File: src/rtl/t_bank_pkg.sv
// rtl/t_bank_pkg.sv - shared encodings and Gray helpers for the toggle-bank controller
package t_bank_pkg;

    localparam int GW = 32;

    typedef enum logic [1:0] {
        OP_NOP   = 2'b00,
        OP_RUN   = 2'b01,
        OP_LOAD  = 2'b10,
        OP_CLEAR = 2'b11
    } op_t;

    typedef enum logic [1:0] {
        MODE_BIN_UP  = 2'b00,
        MODE_BIN_DN  = 2'b01,
        MODE_GRAY_UP = 2'b10,
        MODE_HOLD    = 2'b11
    } mode_t;

    typedef enum logic [1:0] {
        ST_IDLE = 2'b00,
        ST_RUN  = 2'b01,
        ST_LOAD = 2'b10
    } state_t;

    // Helpers work on GW bits; callers zero-extend narrower values.
    function automatic logic [GW-1:0] bin2gray(input logic [GW-1:0] b);
        return b ^ (b >> 1);
    endfunction

    function automatic logic [GW-1:0] gray2bin(input logic [GW-1:0] g);
        logic [GW-1:0] b;
        b[GW-1] = g[GW-1];
        for (int i = GW - 2; i >= 0; i--) begin
            b[i] = b[i+1] ^ g[i];
        end
        return b;
    endfunction

endpackage

File: src/rtl/t_cell.sv
// rtl/t_cell.sv - single toggle flip-flop cell
module t_cell (
    input  logic clk,
    input  logic rst_n,
    input  logic t,
    output logic q
);

    always_ff @(posedge clk or negedge rst_n) begin
        if (!rst_n) begin
            q <= 1'b0;
        end else begin
            q <= q ^ t;
        end
    end

endmodule

File: src/rtl/t_bank_ctrl.sv
// rtl/t_bank_ctrl.sv - sequencer driving a bank of toggle cells as counter / loadable register
module t_bank_ctrl
    import t_bank_pkg::*;
#(
    parameter int WIDTH = 4
) (
    input  logic             clk,
    input  logic             rst_n,
    input  logic             cmd_valid,
    output logic             cmd_ready,
    input  logic [1:0]       cmd_op,
    input  logic [1:0]       cmd_mode,
    input  logic [WIDTH-1:0] cmd_data,
    input  logic             halt,
    output logic [WIDTH-1:0] q,
    output logic [WIDTH-1:0] t_vec,
    output logic             busy,
    output logic             done
);

    state_t           state, state_next;
    mode_t            mode_r, mode_next;
    logic [WIDTH-1:0] limit_r, limit_next;
    logic [WIDTH-1:0] target_r, target_next;
    logic             done_next;

    logic [WIDTH-1:0] up_t, dn_t, gray_t, gray_nb;

    for (genvar i = 0; i < WIDTH; i++) begin : g_cell
        t_cell u_cell (
            .clk   (clk),
            .rst_n (rst_n),
            .t     (t_vec[i]),
            .q     (q[i])
        );
    end

    // Ripple-style toggle enables: a bit flips when all lower bits are at the carry/borrow value.
    always_comb begin
        up_t    = '0;
        dn_t    = '0;
        up_t[0] = 1'b1;
        dn_t[0] = 1'b1;
        for (int i = 1; i < WIDTH; i++) begin
            up_t[i] = up_t[i-1] & q[i-1];
            dn_t[i] = dn_t[i-1] & ~q[i-1];
        end
        // Truncate before re-encoding so the Gray maximum wraps to zero.
        gray_nb = WIDTH'(gray2bin(GW'(q)) + GW'(1));
        gray_t  = q ^ WIDTH'(bin2gray(GW'(gray_nb)));
    end

    always_comb begin
        t_vec = '0;
        case (state)
            ST_RUN: begin
                if (!halt) begin
                    case (mode_r)
                        MODE_BIN_UP:  t_vec = up_t;
                        MODE_BIN_DN:  t_vec = dn_t;
                        MODE_GRAY_UP: t_vec = gray_t;
                        default:      t_vec = '0;
                    endcase
                end
            end
            ST_LOAD: t_vec = q ^ target_r;
            default: t_vec = '0;
        endcase
    end

    always_comb begin
        state_next  = state;
        mode_next   = mode_r;
        limit_next  = limit_r;
        target_next = target_r;
        done_next   = 1'b0;
        case (state)
            ST_IDLE: begin
                if (cmd_valid) begin
                    case (cmd_op)
                        OP_RUN: begin
                            mode_next  = mode_t'(cmd_mode);
                            limit_next = cmd_data;
                            if (q == cmd_data) begin
                                done_next = 1'b1;
                            end else begin
                                state_next = ST_RUN;
                            end
                        end
                        OP_LOAD: begin
                            target_next = cmd_data;
                            state_next  = ST_LOAD;
                        end
                        OP_CLEAR: begin
                            target_next = '0;
                            state_next  = ST_LOAD;
                        end
                        default: ;
                    endcase
                end
            end
            ST_RUN: begin
                if (halt) begin
                    state_next = ST_IDLE;
                end else if ((q ^ t_vec) == limit_r) begin
                    state_next = ST_IDLE;
                    done_next  = 1'b1;
                end
            end
            ST_LOAD: begin
                state_next = ST_IDLE;
                done_next  = 1'b1;
            end
            default: state_next = ST_IDLE;
        endcase
    end

    always_ff @(posedge clk or negedge rst_n) begin
        if (!rst_n) begin
            state    <= ST_IDLE;
            mode_r   <= MODE_BIN_UP;
            limit_r  <= '0;
            target_r <= '0;
            done     <= 1'b0;
        end else begin
            state    <= state_next;
            mode_r   <= mode_next;
            limit_r  <= limit_next;
            target_r <= target_next;
            done     <= done_next;
        end
    end

    assign cmd_ready = (state == ST_IDLE);
    assign busy      = (state != ST_IDLE);

endmodule

File: config.mk
export PLATFORM = sky130hd
export DESIGN_NAME = t_bank_ctrl
export DESIGN_NICKNAME = d
export VERILOG_FILES = /design/src/rtl/t_bank_pkg.sv /design/src/rtl/t_cell.sv /design/src/rtl/t_bank_ctrl.sv
export SDC_FILE = /design/constraint.sdc
export NUM_CORES = 1
export LEC_CHECK = 0
export ABC_AREA = 1
export BUFFER_PORTS_ARGS = -buffer_cell sky130_fd_sc_hd__buf_2
export CAP_MARGIN = 0
export CORE_MARGIN = 2
export CORE_UTILIZATION = 45
export DETAILED_ROUTE_END_ITERATION = 7
export GPL_TIMING_DRIVEN = 0
export PLACE_DENSITY = 0.73
export SYNTH_ARGS = -nofsm -noshare
export SYNTH_HDL_FRONTEND = slang
export SYNTH_SLANG_ARGS = --single-unit
export TNS_END_PERCENT = 20
File: constraint.sdc
create_clock -name clk -period 4.06 [get_ports clk]
set_clock_uncertainty 0.1 [all_clocks]
set_input_delay 0.812 -clock clk [delete_from_list [all_inputs] [get_ports clk]]
set_output_delay 0.812 -clock clk [all_outputs]
set_load 0.02 [all_outputs]
==> summary.md <==
| Metric | Value |
|---|---|
| Outcome | `complete, no violations` |
| Final core occ | `54.1%` |
| R2R Path Start | `g_cell[3].u_cell.q$_DFF_PN0_` |
| Initial antenna violation count | `0` |
| CP required | `around 3.2 ns` |
| Total global-route track usage | `approximately 17%` |
| Critical Path Start | `g_cell[3].u_cell.q$_DFF_PN0_` |
| Synthesis-to-finish area growth | `13.0%` |
| WL final | `approximately 2.8 mm` |
| Die width | `61.2 um` |
| Starting density of the core | `47.8%` |
| Share of cells above drive strength 1 | `33.8%` |
| Vias per cell | `4.59` |
| CP max stage cell | `dfrtp_1` |
| Netlist cell types | `28` |
| Average wire per standard cell | `10.3 um` |
| Synth Register Bits | `17` |
| Max-capacitance violation count | `0` |
| Total grt overflow | `0` |
| Initial DRC count | `33` |
| Critical-path cell list | `buf_6 -> inv_2 -> nand2_1 -> nand2_1 -> ha_1 -> inv_1 -> nand2_1 -> nand2_1 -> nor2_1 -> inv_1 -> nand2_1 -> nand3_1 -> nand2_1 -> nand2_1 -> nand2_2 -> nand2_2 -> inv_1 -> buf_4 -> buf_2` |
| Worst Max-Slew Pin Slew | `0.398 ns` |
| Pin count of the biggest net entering global routing | `18` |
| CTS-repair resized insts | `0` |
| Post-route ant nets | `0` |
| Yosys warnings | `0` |
| Fillcell total | `325` |
| Port bufs | `22` |
| Setup crit end kind | `output port` |
| RD Place Congestion | `0.881` |
| Mapped Area | `roughly 1500 um2` |
| DIE HEIGHT | `61.2 um` |
| IO Pins | `23` |
| Hold buffer count at cts | `0` |
| Register area share after synthesis | `28.9%` |
| First-pass GRT wire length | `4.72 mm` |
| WHS | `0.314 ns` |
| Rel. slew slack | `73.3%` |
| Area of the core | `3080 um2` |
| Post-synth net total | `approximately 220` |
| DIE AREA | `about 3700 um2` |
| Shortest period the worst path allows | `~3.3 ns` |
| Critical Path Source Type | `flop` |
| Setup violators final | `0` |
| Setup bufs post-CTS | `0` |
| Num CTS Buffers | `3` |
| Yosys top cell area share | `28.9%` |
| Lkg Pwr | `0.966 nW` |
| Critical path class | `reg2out` |
| Commonest non-fill, non-tap cell in the layout | `nand2_1` |
| # rows | `20` |
| DPL Wire Length | `2.29 mm` |
| RSZ-0062 raised after global routing | `false` |
| Nets | `about 250` |
| Largest cells by area after synthesis | `dfrtp_1 29%, nand2_1 13%, nand2_2 8.9%` |
| Synth Area per Inst | `7.18 um2` |
| CTS tree | `yes` |
| Ant diodes | `0` |
| Pre-Repair DR Iteration Count | `4` |
| Yosys top cell by area | `dfrtp_1` |
| Commonest non-fill, non-tap cells in the layout | `52 x nand2_1, 27 x inv_1, 22 x buf_2` |
| DRC viols | `0` |
| Hold WC Path Type | `in2async` |
| Root Buffer | `clkbuf_4` |
| CP arrival | `2.42 ns` |
| Critical-path maximum fanout | `6` |
| Setup tns final | `0 ns` |
| CP dominant cell by count | `nand2_1` |
| Worst path max stage delay | `around 0.38 ns` |
| Final count of hold timing violations | `0` |
| Mapped Cells | `205` |
| Clock sink total | `17` |
| H-tree levels | `1` |
| Final worst-path cycle share | `82.0%` |
| Peak supply drop | `0.328 mV` |
| Worst-path clk slew | `0.11 ns` |
| Max Freq | `roughly 300 MHz` |
| DR vias | `1263` |
| Vias in the first global route | `1074` |
| CTS max path bufs | `2` |
| Worst-Skew Late Latency | `0.30 ns` |
| Fin. max-slew vios | `0` |
| PwrDens | `just under 800 nW/um2` |
[worst paths after layout]
path                                            to  slack [ns]  cells past startpoint
max                                       t_vec[2]        0.73                     19
min                        target_r[2]$_DFFE_PN0P_        0.31                      1
max reg2reg                   state[0]$_DFFE_PN0P_        1.58                     23
min reg2reg                target_r[2]$_DFFE_PN0P_        0.42                      2
max in group asynchronous  target_r[3]$_DFFE_PN0P_        3.25                      1
min in group clk           target_r[2]$_DFFE_PN0P_        0.42                      2
[critical path: cells and delay by family (launching register included)]
kind | cells | cell delay, ns
buffers and inverters | 7 | 0.62
and+or+nand+nor | 11 | 0.78
DFF | 1 | 0.38
adders and majority gates | 1 | 0.31
[report_power, final]
| group | internal [mW] | switching (mW) | total, mW | leakage, nW |
|---|---|---|---|---|
| Sequential | 0.248 | 0.0663 | 0.314 | 0.211 |
| Clock | 0.0383 | 0.0589 | 0.0972 | 0.0150 |
| Combinational | 0.352 | 0.537 | 0.889 | 0.740 |
[Yosys cell counts, drive strengths merged]
library cell,count
a21oi,6
a32o,1
and2,1
buf,12
clkbuf,2
dfrtp,17
ha,5
inv,34
nand2,74
nand3,22
nand4,3
nor2,9
nor3,1
nor4,1
o21ai,7
o31ai,4
xor2,6
[through the flow]
| step | area, um2 | power (mW) | cells | setup WS (ns) |
|---|---|---|---|---|
| floorplan | 1470 | 1.04 | 205 | 1.37 |
| global placement | 1640 | 1.19 | 271 | 1.12 |
| detailed placement | 1640 | 1.21 | 271 | 1.09 |
| CTS | 1660 | 1.31 | 275 | 0.735 |
| global route | 1660 | 1.43 | 275 | 0.547 |
| finish | 1660 | 1.30 | 275 | 0.732 |
[state kept, by name, indices dropped and copies added (netlist names)]
| register | flops |
|---|---|
| mode_r | 2 |
| done | 1 |
| limit_r | 4 |
| state | 2 |
| g_cell.u_cell.q | 4 |
| target_r | 4 |
[cell families after synthesis]
family	count (synthesis)	synth area share [%]
AOI/OAI and AO/OA	18	7.14
xor gates and xnor gates	6	3.57
adders and majority gates	5	4.25
buffers and inverters	48	17.5
DFF	17	28.9
and+or+nand+nor	111	38.7
[metal layers]
layer | vias up | wire, um | global-route usage (%)
met4 | 0 | 47 | 6.52
met3 | 5 | 93 | 2.52
met2 | 22 | 1290 | 28.3
li1 | 688 | - | -
met5 | - | 0 | 0
met1 | 548 | 1390 | 23.7
[final cells by class]
class                   count  area, um2  share of cell area, %
inverters                  34        135                   8.12
well taps                  44       55.1                   3.31
plain buffers              14        123                   7.37
repair buffers             22        110                   6.62
multi-input cells         140        790                   47.4
clock buffers               4       26.3                   1.58
flip-flops and latches     17        425                   25.6
No activity file was read; power rests on OpenSTA's default activity.
